File: src/rtl/zuse_host_ctrl_if.sv
// Host-side bundle for the tinyZuse command controller: operand/opcode request,
// byte-level uart_tx/uart_rx handshakes and the result/status return path.
interface zuse_host_ctrl_if;
  logic        start;
  logic [2:0]  op;
  logic        a_s;
  logic [6:0]  a_e;
  logic [14:0] a_m;
  logic        b_s;
  logic [6:0]  b_e;
  logic [14:0] b_m;
  logic [7:0]  tx_data;
  logic        tx_en;
  logic        tx_busy;
  logic [7:0]  rx_data;
  logic        rx_valid;
  logic        res_s;
  logic [6:0]  res_e;
  logic [14:0] res_m;
  logic [2:0]  flags;
  logic        busy;
  logic        done;
  logic        error;

  modport master (
    input  start, op, a_s, a_e, a_m, b_s, b_e, b_m,
    input  tx_busy, rx_data, rx_valid,
    output tx_data, tx_en,
    output res_s, res_e, res_m, flags, busy, done, error
  );

  modport slave (
    output start, op, a_s, a_e, a_m, b_s, b_e, b_m,
    output tx_busy, rx_data, rx_valid,
    input  tx_data, tx_en,
    input  res_s, res_e, res_m, flags, busy, done, error
  );
endinterface

File: src/rtl/zuse_host_ctrl.sv
// Host-side initiator for the tinyZuse UART protocol: loads R1/R2, launches the
// FPU op, then reads back the result word (READRS) and status byte (READSTAT).
module zuse_host_ctrl #(
  parameter int GAP_CYCLES     = 2000,
  parameter int TIMEOUT_CYCLES = 200000
) (
  input  logic             clk,
  input  logic             reset,
  zuse_host_ctrl_if.master bus
);

  localparam int CNT_MAX = (GAP_CYCLES > TIMEOUT_CYCLES) ? GAP_CYCLES : TIMEOUT_CYCLES;
  localparam int CNT_W   = $clog2(CNT_MAX + 1);
  localparam logic [CNT_W-1:0] GAP_LAST = CNT_W'(GAP_CYCLES - 1);
  localparam logic [CNT_W-1:0] TO_LAST  = CNT_W'(TIMEOUT_CYCLES - 1);

  // idx_r points at the next byte to send; in RX_WAIT it tells which reply is expected
  localparam logic [3:0] IDX_OP_BYTE = 4'd8;
  localparam logic [3:0] IDX_READRS  = 4'd9;
  localparam logic [3:0] IDX_READST  = 4'd10;
  localparam logic [3:0] IDX_RX_STAT = 4'd11;

  typedef enum logic [2:0] {
    IDLE    = 3'd0,
    LOAD    = 3'd1,
    PULSE   = 3'd2,
    WAIT_HI = 3'd3,
    WAIT_LO = 3'd4,
    GAP     = 3'd5,
    RX_WAIT = 3'd6,
    FINISH  = 3'd7
  } state_t;

  state_t             state_r, state_n;
  logic [3:0]         idx_r, idx_n;
  logic [CNT_W-1:0]   cnt_r;
  logic [1:0]         rx_cnt_r;
  logic [2:0]         op_r;
  logic [22:0]        a_word_r, b_word_r;
  logic [7:0]         rx_b0_r, rx_b1_r;
  logic [7:0]         tx_data_r;
  logic               tx_en_r;
  logic               res_s_r;
  logic [6:0]         res_e_r;
  logic [14:0]        res_m_r;
  logic [2:0]         flags_r;
  logic               busy_r, done_r, error_r;

  logic latch_s, cnt_clr_s, cnt_inc_s, rx_take_s, res_load_s, flags_load_s, fail_s;

  // Words go out as {s,e}, m[14:7], {m[6:0],0}
  function automatic logic [7:0] tx_byte(input logic [3:0]  idx,
                                         input logic [2:0]  opc,
                                         input logic [22:0] wa,
                                         input logic [22:0] wb);
    logic [7:0] tx_v;
    case (idx)
      4'd0:    tx_v = 8'h82;
      4'd1:    tx_v = wa[22:15];
      4'd2:    tx_v = wa[14:7];
      4'd3:    tx_v = {wa[6:0], 1'b0};
      4'd4:    tx_v = 8'h83;
      4'd5:    tx_v = wb[22:15];
      4'd6:    tx_v = wb[14:7];
      4'd7:    tx_v = {wb[6:0], 1'b0};
      4'd8:    tx_v = 8'h88 + {5'b00000, opc};
      4'd9:    tx_v = 8'h87;
      4'd10:   tx_v = 8'h84;
      default: tx_v = 8'h00;
    endcase
    return tx_v;
  endfunction

  // Next-state and control strobes
  always_comb begin
    state_n      = state_r;
    idx_n        = idx_r;
    latch_s      = 1'b0;
    cnt_clr_s    = 1'b0;
    cnt_inc_s    = 1'b0;
    rx_take_s    = 1'b0;
    res_load_s   = 1'b0;
    flags_load_s = 1'b0;
    fail_s       = 1'b0;
    case (state_r)
      IDLE: begin
        if (bus.start) begin
          latch_s = 1'b1;
          idx_n   = 4'd0;
          if (bus.op > 3'd4) begin
            fail_s  = 1'b1;
            state_n = FINISH;
          end else begin
            state_n = LOAD;
          end
        end else begin
          state_n = IDLE;
        end
      end
      LOAD: begin
        if (!bus.tx_busy) begin
          state_n = PULSE;
        end else begin
          state_n = LOAD;
        end
      end
      PULSE: begin
        state_n = WAIT_HI;
      end
      WAIT_HI: begin
        if (bus.tx_busy) begin
          state_n = WAIT_LO;
        end else begin
          state_n = WAIT_HI;
        end
      end
      WAIT_LO: begin
        if (!bus.tx_busy) begin
          idx_n     = idx_r + 4'd1;
          cnt_clr_s = 1'b1;
          case (idx_r)
            IDX_OP_BYTE: state_n = GAP;
            IDX_READRS:  state_n = RX_WAIT;
            IDX_READST:  state_n = RX_WAIT;
            default:     state_n = LOAD;
          endcase
        end else begin
          state_n = WAIT_LO;
        end
      end
      GAP: begin
        if (cnt_r == GAP_LAST) begin
          state_n = LOAD;
        end else begin
          cnt_inc_s = 1'b1;
          state_n   = GAP;
        end
      end
      RX_WAIT: begin
        // A byte arriving on the expiry cycle still counts
        if (bus.rx_valid) begin
          rx_take_s = 1'b1;
          cnt_clr_s = 1'b1;
          if (idx_r == IDX_RX_STAT) begin
            flags_load_s = 1'b1;
            state_n      = FINISH;
          end else if (rx_cnt_r == 2'd2) begin
            res_load_s = 1'b1;
            state_n    = LOAD;
          end else begin
            state_n = RX_WAIT;
          end
        end else if (cnt_r == TO_LAST) begin
          fail_s  = 1'b1;
          state_n = FINISH;
        end else begin
          cnt_inc_s = 1'b1;
          state_n   = RX_WAIT;
        end
      end
      FINISH: begin
        state_n = IDLE;
      end
      default: begin
        state_n = IDLE;
      end
    endcase
  end

  // State, byte index, shared gap/timeout counter and rx byte counter
  always_ff @(posedge clk or posedge reset) begin
    if (reset) begin
      state_r  <= IDLE;
      idx_r    <= 4'd0;
      cnt_r    <= {CNT_W{1'b0}};
      rx_cnt_r <= 2'd0;
    end else begin
      state_r <= state_n;
      idx_r   <= idx_n;
      if (cnt_clr_s) begin
        cnt_r <= {CNT_W{1'b0}};
      end else if (cnt_inc_s) begin
        cnt_r <= cnt_r + 1'b1;
      end else begin
        cnt_r <= cnt_r;
      end
      if (state_r != RX_WAIT) begin
        rx_cnt_r <= 2'd0;
      end else if (rx_take_s && (rx_cnt_r != 2'd2)) begin
        rx_cnt_r <= rx_cnt_r + 2'd1;
      end else begin
        rx_cnt_r <= rx_cnt_r;
      end
    end
  end

  // Operand latch, tx byte/strobe, reply capture and registered status outputs
  always_ff @(posedge clk or posedge reset) begin
    if (reset) begin
      op_r      <= 3'd0;
      a_word_r  <= 23'd0;
      b_word_r  <= 23'd0;
      rx_b0_r   <= 8'h00;
      rx_b1_r   <= 8'h00;
      tx_data_r <= 8'h00;
      tx_en_r   <= 1'b0;
      res_s_r   <= 1'b0;
      res_e_r   <= 7'd0;
      res_m_r   <= 15'd0;
      flags_r   <= 3'd0;
      busy_r    <= 1'b0;
      done_r    <= 1'b0;
      error_r   <= 1'b0;
    end else begin
      if (latch_s) begin
        op_r     <= bus.op;
        a_word_r <= {bus.a_s, bus.a_e, bus.a_m};
        b_word_r <= {bus.b_s, bus.b_e, bus.b_m};
      end
      if (state_n == LOAD) begin
        tx_data_r <= tx_byte(idx_n, op_r, a_word_r, b_word_r);
      end
      tx_en_r <= (state_n == PULSE);
      if (rx_take_s && (rx_cnt_r == 2'd0)) begin
        rx_b0_r <= bus.rx_data;
      end
      if (rx_take_s && (rx_cnt_r == 2'd1)) begin
        rx_b1_r <= bus.rx_data;
      end
      // Result only changes once the third byte is in hand; its LSB is padding
      if (res_load_s) begin
        res_s_r <= rx_b0_r[7];
        res_e_r <= rx_b0_r[6:0];
        res_m_r <= {rx_b1_r, bus.rx_data[7:1]};
      end
      if (flags_load_s) begin
        flags_r <= bus.rx_data[2:0];
      end
      busy_r <= (state_n != IDLE) && (state_n != FINISH);
      done_r <= (state_n == FINISH);
      if (fail_s) begin
        error_r <= 1'b1;
      end else if (latch_s) begin
        error_r <= 1'b0;
      end else begin
        error_r <= error_r;
      end
    end
  end

  assign bus.tx_data = tx_data_r;
  assign bus.tx_en   = tx_en_r;
  assign bus.res_s   = res_s_r;
  assign bus.res_e   = res_e_r;
  assign bus.res_m   = res_m_r;
  assign bus.flags   = flags_r;
  assign bus.busy    = busy_r;
  assign bus.done    = done_r;
  assign bus.error   = error_r;

endmodule
File: src/flat_wrapper.sv
// flat-port wrapper written by rule: the top's interface ports become plain ports
module zuse_host_ctrl_flat 
#(
  parameter int GAP_CYCLES     = 2000,
  parameter int TIMEOUT_CYCLES = 200000
)
  (clk, reset, bus_start, bus_op, bus_a_s, bus_a_e, bus_a_m, bus_b_s, bus_b_e, bus_b_m, bus_tx_busy, bus_rx_data, bus_rx_valid, bus_tx_data, bus_tx_en, bus_res_s, bus_res_e, bus_res_m, bus_flags, bus_busy, bus_done, bus_error);
  zuse_host_ctrl_if bus_i ();
  input  logic clk;
  input  logic reset;
  input wire logic [$bits(bus_i.start)-1:0] bus_start;
  input wire logic [$bits(bus_i.op)-1:0] bus_op;
  input wire logic [$bits(bus_i.a_s)-1:0] bus_a_s;
  input wire logic [$bits(bus_i.a_e)-1:0] bus_a_e;
  input wire logic [$bits(bus_i.a_m)-1:0] bus_a_m;
  input wire logic [$bits(bus_i.b_s)-1:0] bus_b_s;
  input wire logic [$bits(bus_i.b_e)-1:0] bus_b_e;
  input wire logic [$bits(bus_i.b_m)-1:0] bus_b_m;
  input wire logic [$bits(bus_i.tx_busy)-1:0] bus_tx_busy;
  input wire logic [$bits(bus_i.rx_data)-1:0] bus_rx_data;
  input wire logic [$bits(bus_i.rx_valid)-1:0] bus_rx_valid;
  output wire logic [$bits(bus_i.tx_data)-1:0] bus_tx_data;
  output wire logic [$bits(bus_i.tx_en)-1:0] bus_tx_en;
  output wire logic [$bits(bus_i.res_s)-1:0] bus_res_s;
  output wire logic [$bits(bus_i.res_e)-1:0] bus_res_e;
  output wire logic [$bits(bus_i.res_m)-1:0] bus_res_m;
  output wire logic [$bits(bus_i.flags)-1:0] bus_flags;
  output wire logic [$bits(bus_i.busy)-1:0] bus_busy;
  output wire logic [$bits(bus_i.done)-1:0] bus_done;
  output wire logic [$bits(bus_i.error)-1:0] bus_error;
  assign bus_i.start = bus_start;
  assign bus_i.op = bus_op;
  assign bus_i.a_s = bus_a_s;
  assign bus_i.a_e = bus_a_e;
  assign bus_i.a_m = bus_a_m;
  assign bus_i.b_s = bus_b_s;
  assign bus_i.b_e = bus_b_e;
  assign bus_i.b_m = bus_b_m;
  assign bus_i.tx_busy = bus_tx_busy;
  assign bus_i.rx_data = bus_rx_data;
  assign bus_i.rx_valid = bus_rx_valid;
  assign bus_tx_data = bus_i.tx_data;
  assign bus_tx_en = bus_i.tx_en;
  assign bus_res_s = bus_i.res_s;
  assign bus_res_e = bus_i.res_e;
  assign bus_res_m = bus_i.res_m;
  assign bus_flags = bus_i.flags;
  assign bus_busy = bus_i.busy;
  assign bus_done = bus_i.done;
  assign bus_error = bus_i.error;
  zuse_host_ctrl #(.GAP_CYCLES(GAP_CYCLES), .TIMEOUT_CYCLES(TIMEOUT_CYCLES)) u_core (.clk(clk), .reset(reset), .bus(bus_i));
endmodule
File: config.mk
export PLATFORM = sky130hd
export DESIGN_NAME = zuse_host_ctrl_flat
export DESIGN_NICKNAME = d
export VERILOG_FILES = /design/src/rtl/zuse_host_ctrl_if.sv /design/src/rtl/zuse_host_ctrl.sv /design/src/flat_wrapper.sv
export SDC_FILE = /design/constraint.sdc
export NUM_CORES = 1
export LEC_CHECK = 0
export ABC_AREA = 1
export CORE_ASPECT_RATIO = 0.9
export CORE_UTILIZATION = 30
export DETAILED_ROUTE_END_ITERATION = 6
export PLACE_DENSITY_LB_ADDON = 0.08
export SETUP_SLACK_MARGIN = 0.5
export SLEW_MARGIN = 20
export SYNTH_ARGS = -nofsm -noshare
export SYNTH_HDL_FRONTEND = slang
export SYNTH_SLANG_ARGS = --single-unit
File: constraint.sdc
create_clock -name clk -period 4.85 [get_ports clk]
set_input_delay 0.485 -clock clk [delete_from_list [all_inputs] [get_ports clk]]
set_output_delay 0.485 -clock clk [all_outputs]
set_load 0.01 [all_outputs]
---- Word-level counts from Yosys, hierarchy flattened ----
Index checks and enable logic that the tools add are counted.
word-level totals
  flip-flop bits (word level) ............. 130
  latch bits .............................. 0
  RAM bits ................................ 0
  ROM bits ................................ 0
  bits of input ports ..................... 62
  output and inout port bits .............. 38
  word-level logic and storage cells ...... 110
  memories kept ........................... 0
operators by class
  add/sub/neg operators ................... 4
  $mul .................................... 0
  div/mod/pow operators ................... 0
  magnitude comparators ................... 1
  equality and inequality tests ........... 31
  shift operators ......................... 0
  multiplexer cells ....................... 44
  bitwise gates (word level) .............. 0
  reduce and logical (&&, ||, !) cells .... 12
operators with widths
  kind                                                                     count
  8-bit one-hot mux with 11 select lines                                   1
  18-bit two-way mux                                                       2
  4-bit equality test, second input constant                               7
  3-bit two-way mux                                                        8
  3-bit one-hot mux with 8 select lines                                    1
  1-bit two-way mux                                                        22
  18-bit by 1-bit adder with 18-bit output, second input constant          1
  18-bit by 11-bit equality test with 1-bit output, second input constant  1
  18-bit equality test, second input constant                              1
  4-bit by 3-bit equality test with 1-bit output, second input constant    4
  3-bit equality test, second input constant                               5
  3-bit by 2-bit equality test with 1-bit output, second input constant    3
  8-bit by 3-bit adder with 8-bit output, first input constant             1
  4-bit by 2-bit equality test with 1-bit output, second input constant    2
  4-bit two-way mux                                                        2
  4-bit one-hot mux with 2 select lines                                    1
  3-bit by 1-bit equality test with 1-bit output, second input constant    2
  2-bit two-way mux                                                        3
  3-bit != test, second input constant                                     2
  1-bit one-hot mux with 2 select lines                                    3
  3-bit one-hot mux with 2 select lines                                    1
  2-bit nonzero test                                                       3
  4-bit by 1-bit adder with 4-bit output, second input constant            1
  4-bit by 1-bit equality test with 1-bit output, second input constant    1
  11 further kinds                                                         14

---- Depth between registers and ports, before layout ----
Gate-level depths: netlist of the first run.
  depth after elaboration ................. 7
  mapped depth ............................ 15
  depth with buffers taken out ............ 15

---- Least setup slack after synthesis of the first run ----
No wires, ideal clock.
  kind .................................... register -> register
  from .................................... register u_core.idx_r[0]
  to ...................................... register u_core.tx_data_r[4] (netlist: u_core.bus.tx_data[4])
  library setup time ...................... 0.065 ns
  data arrival time ....................... 1.770 ns
  data required time ...................... 4.785 ns
  setup slack ............................. 3.015 ns
  stages on the path, launching flop included .. 14
  path buffers ............................ 0
  clock period less this slack ............ 1.835 ns
  path through ............................ dfrtp_1 > inv_1 > ha_1 > o21ai_0 > nor2_1 > nor2_1 > nand2_2 > nor2_4 > nand2_1 > nand2_1 > inv_1 > nand2_1 > nand2_1 > nand2_1
between the ends
  cells in the longest elaborated chain, start to end .. 6
  elaborated cells on any way between the ends .. 27
  those cells by class .................... add/sub: 1; eq/ne: 15; mux: 9; reduce/logical: 2
RTL lines
  item                                                                            line                   text
  start: declaration                                                              zuse_host_ctrl.sv:35   logic [3:0] idx_r, idx_n;
  start signal: assignment                                                        zuse_host_ctrl.sv:179  idx_r <= idx_n;
  branches (longest 6 deep; another with 4-bit by 1-bit adder with 4-bit output)  n/a
  end signal: assignment                                                          zuse_host_ctrl.sv:221  tx_data_r <= tx_byte(idx_n, op_r, a_word_r, b_word_r);
  end: declaration                                                                zuse_host_ctrl.sv:41   logic [7:0] tx_data_r;
Parallel ways; which one is timed is not known.
A chain may end at the register's enable or synchronous reset.

---- Worst setup path in the final report of the first run ----
  from .................................... register u_core.cnt_r[0]
  to ...................................... register u_core.cnt_r[12]
between the ends
  cells in the longest elaborated chain, start to end .. 5
  elaborated cells on any way between the ends .. 10
  those cells by class .................... add/sub: 1; eq/ne: 2; mux: 6; reduce/logical: 1
RTL lines
  item                                                                              line                   text
  start: declaration                                                                zuse_host_ctrl.sv:36   logic [CNT_W-1:0] cnt_r;
  start signal: assignment                                                          zuse_host_ctrl.sv:175  cnt_r <= {CNT_W{1'b0}};
  start signal: assignment                                                          zuse_host_ctrl.sv:181  cnt_r <= {CNT_W{1'b0}};
  start signal: assignment                                                          zuse_host_ctrl.sv:183  cnt_r <= cnt_r + 1'b1;
  branches (longest 5 deep; another with 18-bit by 1-bit adder with 18-bit output)  n/a
Parallel ways; which one is timed is not known. The select of a mux whose other input is x is not followed.

==> results of run 1 <==
[synth_stat cells]
| cell type | number |
|---|---|
| nand2_1 | 353 |
| dfrtp_1 | 130 |
| nor2_1 | 54 |
| inv_1 | 46 |
| o21ai_0 | 41 |
| nand3_1 | 24 |
| mux2_2 | 16 |
| a21oi_1 | 13 |
| clkbuf_1 | 12 |
| nor3_1 | 9 |
| ha_1 | 8 |
| inv_2 | 7 |
| nand2_2 | 7 |
| nand4_1 | 7 |
| nor2_4 | 7 |
| xor2_1 | 5 |
| buf_2 | 4 |
| nand3b_1 | 4 |
| nor2_2 | 4 |
| nor4_1 | 3 |
| o21ai_1 | 3 |
| nand2_4 | 2 |
| o21ai_2 | 2 |
| or2_2 | 2 |
| xnor2_1 | 2 |
| buf_1 | 1 |
| nand3_2 | 1 |
| o211ai_2 | 1 |
| o311ai_0 | 1 |
| o311ai_2 | 1 |
[routing by layer]
layer	share of wire	wire length (µm)	vias to the layer above	track usage
met4	0.0075	118	0	0.0447
met3	0.031	490	8	0.0395
met1	0.47	7470	2374	0.209
li1	-	-	2632	-
met5	0	0	-	0
met2	0.49	7730	103	0.260
[sequential cells by signal (all words and copies together), names as in the netlist]
register	cells
u_core.state_r	3
u_core.op_r	3
u_core.bus.busy	1
u_core.bus.res_m	15
u_core.bus.tx_en	1
u_core.bus.res_s	1
u_core.bus.res_e	7
u_core.bus.tx_data	8
u_core.rx_b0_r	8
u_core.a_word_r	23
u_core.bus.done	1
u_core.rx_cnt_r	2
u_core.b_word_r	23
u_core.cnt_r	18
u_core.bus.flags	3
u_core.rx_b1_r	8
u_core.bus.error	1
u_core.idx_r	4
[worst max-delay path: cells and delay by family, from the launching register on]
family                     cells  cell delay, ps
and+or+nand+nor                7            1420
DFF                            1             460
AOI/OAI and AO/OA              1              80
adders and majority gates      1             260
buffers and inverters          1             150
[stage by stage]
step / instance area [µm²] / std cells / hold slack, ps
5_1_grt: 8080 / 1143 / 501
4_1_cts: 8080 / 1143 / 485
3_5_place_dp: 7460 / 1112 / 469
2_1_floorplan: 6180 / 770 / 449
6_report: 8080 / 1143 / 482
3_3_place_gp: 7460 / 1112 / 463
[cells in the final DEF (no fill, tap or decap), drive strengths merged]
cell type      synthesis  final
a21oi                 13     13
buf                    5      5
bufinv                 0      4
clkbuf                12     18
clkdlybuf4s50          0     99
clkinv                 0      5
clkinvlp               0      2
dfrtp                130    130
ha                     8      8
inv                   53     55
mux2                  16     16
nand2                362    362
nand3                 25     25
nand3b                 4      4
nand4                  7      7
nor2                  65     65
nor3                   9      9
nor4                   3      3
o211ai                 1      1
o21ai                 46     46
o311ai                 2      2
or2                    2      2
xnor2                  2      2
xor2                   5      5
[how the worst min path moves through the flow]
stage          cells past startpoint                start                  end
6_report                           2  u_core.a_word_r[12]  u_core.a_word_r[12]
5_1_grt                            2  u_core.b_word_r[17]  u_core.b_word_r[17]
4_1_cts                            2  u_core.a_word_r[20]  u_core.a_word_r[20]
3_5_place_dp                       2  u_core.a_word_r[20]  u_core.a_word_r[20]
3_3_place_gp                       2   u_core.a_word_r[7]   u_core.a_word_r[7]
2_1_floorplan                      2   u_core.a_word_r[7]   u_core.a_word_r[7]
[power groups by stage]
stage	Combinational [W]	Sequential (W)	Clock (W)
after floorplan	0.000793	0.00161	0
after global placement	0.00115	0.00169	0
after detailed placement	0.00116	0.00169	0
after CTS	0.00117	0.00167	0.00138
after global routing	0.00133	0.00171	0.00143
final	0.00115	0.00167	0.00135
[final cells by class]
class	count	area share
tap	255	0.0395
inverter	53	0.0252
sequential	130	0.403
multi-input combinational	570	0.329
clock buffer	18	0.0531
timing repair buffer	104	0.127
clock inverter	13	0.0229
[kinds of logic (layout without fill, tap and decap cells)]
| kind of cell | count (synthesis) | in the layout | synth area share |
|---|---|---|---|
| xor+xnor | 7 | 7 | 0.00992 |
| flops | 130 | 130 | 0.526 |
| compound gates | 62 | 62 | 0.0551 |
| simple gates | 477 | 477 | 0.320 |
| buf+inv | 70 | 188 | 0.0433 |
| mux | 16 | 16 | 0.0291 |
| fa+ha+maj | 8 | 8 | 0.0162 |
==> results.py, run 1 <==
metrics = {
    "synthesis": {
        "synthCells": 770,
        "synthTopCellsByArea": "dfrtp_1, nand2_1, o21ai_0",
        "syn_avg_cell_area_um2": 8.03,
        "ys_seq_area_frac": 0.526,
        "synth_top_area_frac": 0.526,
        "synth_seq_cells": 130,
        "yosysWarnings": 0,
        "synth_top_area_cell": "dfrtp_1",
        "synth_fp_nets": 840,
        "syn_area_mm2": 0.00618,
        "synth_cell_type_count": 30,
    },
    "pwr": {
        "power_w": 0.00416,
        "combPwrFrac": 0.276,
        "p_clk_frac": 0.323,
        "total_leakage_power_nw": 4.01,
        "powerDensity_mw_per_mm2": 515,
        "intPower_w": 0.00270,
        "p_sw_frac": 0.350,
        "p_seq_frac": 0.401,
        "power_switching_w": 0.00146,
        "vdd_ir_drop_max_mv": 0.206,
    },
    "sta": {
        "fmax_mhz": 399,
        "period_share": 0.517,
        "setup_viol": 0,
        "tightestPinTransition_ps": 749,
        "fin_crit_ps": 2510,
        "rsz0062_at_grt": "false",
        "worst_clock_skew_ps": 20.2,
        "worst_slack_ps": 2340,
        "drv_slew": 0,
        "final.setup.tns_ps": 0,
        "hold_viol": 0,
        "slew_headroom": 0.501,
    },
    "cts": {
        "post_cts_buffers": 0,
        "htreeDepth": 4,
        "cts-hold-fix-buffers": 0,
        "cts-root-buf": "clkbuf_16",
        "clockBufferDepth": 2,
        "cts_buffers": 17,
        "cts_tree": "yes",
        "cts.sinks": 130,
        "worstSkewPairLatency_ps": 430,
        "ctsResizeCount": 0,
        "clk_pin_slew_ps": 60,
    },
    "global_routing": {
        "grt-ovfl-total": 0,
        "grt_pass1_vias": 5120,
        "antenna_found_initial": 0,
        "grt_pass1_wl_um": 26500,
        "grt_usage": 0.159,
        "grt_max_degree": 83,
    },
    "floorplanning": {
        "fp-row-count": 49,
        "die_w_um": 153,
        "io_pins": 100,
        "initial_core_util": 0.307,
        "die_y_um": 138,
        "dieArea_mm2": 0.0212,
        "core_area_mm2": 0.0201,
    },
    "final_layout": {
        "layout-drive-gt1-share": 0.0968,
        "multi_input_area_mm2": 0.00266,
        "fin_util": 0.402,
        "syn2layout_area_growth_pct": 30.7,
        "nFillCells": 2038,
        "num_antenna_cells": 0,
        "fin_nets": 946,
        "seqCellArea_mm2": 0.00325,
    },
    "placement": {
        "port_buffers": 99,
        "gp_congestion": 0.889,
        "hpwl_um": 11700,
        "post-place-ws_ps": 2240,
    },
    "worst_setup_path": {
        "r2r_end": "u_core.cnt_r[12]",
        "cpMaxStageDelayCell": "dfrtp_1",
        "critPathMaxFanout": 16,
        "end_kind": "register",
        "cp-startpoint": "u_core.cnt_r[0]",
        "required_ps": 5140,
        "r2r-start": "u_core.cnt_r[0]",
        "cp-start-kind": "register",
        "cp.arrival_ps": 2800,
        "worstPathCellList": "ha_1 > nand3_1 > nor2_1 > nand3b_1 > nand3_1 > nand2_2 > nor2_4 > inv_2 > nand2_1 > o21ai_0",
        "path_class": "reg -> reg",
        "r2r_cells": 10,
        "cp_slowest_stage_delay_ps": 460,
        "r2r_slack_ps": 2340,
        "critPathCapture": "u_core.cnt_r[12]",
        "cp_common_cell": "nand3_1",
    },
    "route": {
        "drt-total-wl_um": 15800,
        "via_count": 5117,
        "avgViaCountPerCell": 4.48,
        "first_pass_iters": 4,
        "antenna_left": 0,
        "drt-initial-drc-count": 183,
        "drcViolationCount": 0,
        "wl_per_cell_um": 13.8,
    },
    "run_status": {
        "outcome": "finished, final reports clean",
    },
    "min_path": {
        "hp-class": "reg -> reg",
    },
    "run": {
        "drv_cap": 0,
    },
}
Power figures use the tool's default switching activity.
==> run 2: changes to the inputs <==
- clock period: 4.85 -> 2.4 ns (I/O delays scaled with it)
==> run 2 against run 1 <==
Effect of this change:
- first-iteration DRC count is 41% higher
- global-route usage grew 0.62 points
- cell count is 2.1% higher
- largest cell class unchanged
- largest power group unchanged
==> results.py, run 2 (same netlist as run 1, synthesis figures left out) <==
metrics = {
    "final_layout": {
        "final_cell_mix": "nand2_1, dfrtp_1, clkdlybuf4s50_1",
        "syn2layout_area_growth_pct": 37.2,
        "final_cell_area_mm2": 0.00848,
        "nFillCells": 2032,
        "layout-drive-gt1-share": 0.162,
        "reg.largest.list": "u_core.a_word_r (23), u_core.b_word_r (23), u_core.cnt_r (18)",
        "num_antenna_cells": 0,
        "fin_nets": 969,
        "final_common_cell": "nand2_1",
    },
    "sta": {
        "setup_viol": 0,
        "drv_slew": 0,
        "worst_clock_skew_ps": 11.8,
        "period_share": 0.819,
        "slew_headroom": 0.618,
        "fmax_mhz": 509,
        "rsz0062_at_grt": "true",
        "tightestPinTransition_ps": 572,
        "final.setup.tns_ps": 0,
        "hold_viol": 0,
        "fin_crit_ps": 1960,
        "worst_slack_ps": 435,
    },
    "floorplanning": {
        "initial_core_util": 0.307,
        "fp-row-count": 49,
        "io_pins": 100,
        "die_w_um": 153,
        "core_area_mm2": 0.0201,
        "dieArea_mm2": 0.0212,
        "die_y_um": 138,
    },
    "route": {
        "wl_met1_um": 7860,
        "antenna_left": 0,
        "avgViaCountPerCell": 4.57,
        "drt-initial-drc-count": 258,
        "highest_layer": "met4",
        "drcViolationCount": 0,
        "wl_per_cell_um": 14.2,
        "met2WireLength_um": 7670,
        "met3WireLength_um": 679,
        "first_pass_iters": 4,
        "drt-total-wl_um": 16600,
        "via_count": 5339,
    },
    "worst_setup_path": {
        "cp-start-kind": "register",
        "critPathCapture": "u_core.bus.tx_data[6]",
        "required_ps": 2760,
        "r2r_cells": 13,
        "cp-startpoint": "u_core.idx_r[1]",
        "end_kind": "register",
        "r2r-start": "u_core.idx_r[1]",
        "r2r_slack_ps": 440,
        "critPathMaxFanout": 8,
        "r2r_end": "u_core.bus.tx_data[6]",
        "cp.arrival_ps": 2320,
        "path_class": "reg -> reg",
    },
    "pwr": {
        "vdd_ir_drop_max_mv": 0.397,
        "total_leakage_power_nw": 4.15,
        "powerDensity_mw_per_mm2": 1050,
        "power_w": 0.00887,
    },
    "global_routing": {
        "grt_pass1_vias": 5365,
        "grt_max_degree": 52,
        "grt-ovfl-total": 0,
        "grt_pass1_wl_um": 27300,
        "antenna_found_initial": 0,
        "grt_usage": 0.165,
    },
    "cts": {
        "clockBufferDepth": 2,
        "cts_tree": "yes",
        "clk_pin_slew_ps": 60,
        "htreeDepth": 4,
        "cts-root-buf": "clkbuf_16",
        "cts.sinks": 130,
        "cts-hold-fix-buffers": 0,
        "cts_buffers": 17,
        "worstSkewPairLatency_ps": 430,
    },
    "run_status": {
        "outcome": "finished, final reports clean",
    },
    "run": {
        "drv_cap": 0,
    },
    "placement": {
        "post-place-ws_ps": 17.8,
        "hpwl_um": 12200,
        "gp_congestion": 0.880,
        "port_buffers": 99,
        "placed_cell_area_mm2": 0.00755,
    },
    "min_path": {
        "hp-class": "in -> async",
    },
}
==> run 2: worst max-delay path: stages (launching register included) <==
cell	delay [ps]
dfrtp_2	450
inv_4	90
ha_4	210
o21ai_4	150
nor2_1	60
nor2_1	180
nand2_2	130
nor2_4	250
nand2_1	100
nand2_2	80
nor2_1	40
nand2_1	50
nand2_1	50
nand2_1	50
==> run 2: area by class of cell <==
class	instances	area [µm²]	area share
Clock buffer	21	470	0.0555
Multi-Input combinational cell	570	2830	0.333
Inverter	53	211	0.0249
Sequential cell	130	3260	0.384
Clock inverter	11	153	0.0180
Timing Repair Buffer	127	1240	0.147
Tap cell	255	319	0.0376
==> run 2: layer usage <==
layer	global-route usage	vias up
li1	-	2677
met1	0.213	2498
met2	0.261	137
met3	0.0401	27
met4	0.0771	0
met5	0	-
==> run 2: worst min path at each step <==
stage                             startpoint                 end  slack (ps)  cells after the start
final                                  reset    u_core.cnt_r[16]         230                      2
after global routing                   reset    u_core.cnt_r[13]         260                      2
after CTS                              reset    u_core.cnt_r[16]         240                      2
after detailed placement  u_core.b_word_r[1]  u_core.b_word_r[1]         470                      2
after global placement     u_core.rx_b0_r[1]   u_core.rx_b0_r[1]         460                      2
after floorplan                  bus_tx_busy    u_core.bus.tx_en         310                      1
==> run 2: timing repair <==
item	in CTS	in global routing
buffers inserted	12	3
gates resized for setup	28	34
pin swaps	23	18
cloned	0	0
setup endpoints to repair	27	57
==> run 2: per-stage QoR <==
| step | cells | hold WS [ps] | utilization |
|---|---|---|---|
| finish | 1167 | 232 | 0.422 |
| global route | 1167 | 259 | 0.422 |
| CTS | 1164 | 238 | 0.415 |
| detailed placement | 1120 | 466 | 0.375 |
| global placement | 1120 | 464 | 0.375 |
| floorplan | 770 | 311 | - |
==> run 2: where the power goes <==
part           leakage, nW  total, W  switching (W)  internal (W)
combinational         2.15   0.00280        0.00165       0.00115
clock                0.296   0.00273        0.00100       0.00172
sequential            1.70   0.00335       0.000490       0.00286
total                 4.15   0.00887        0.00314       0.00573
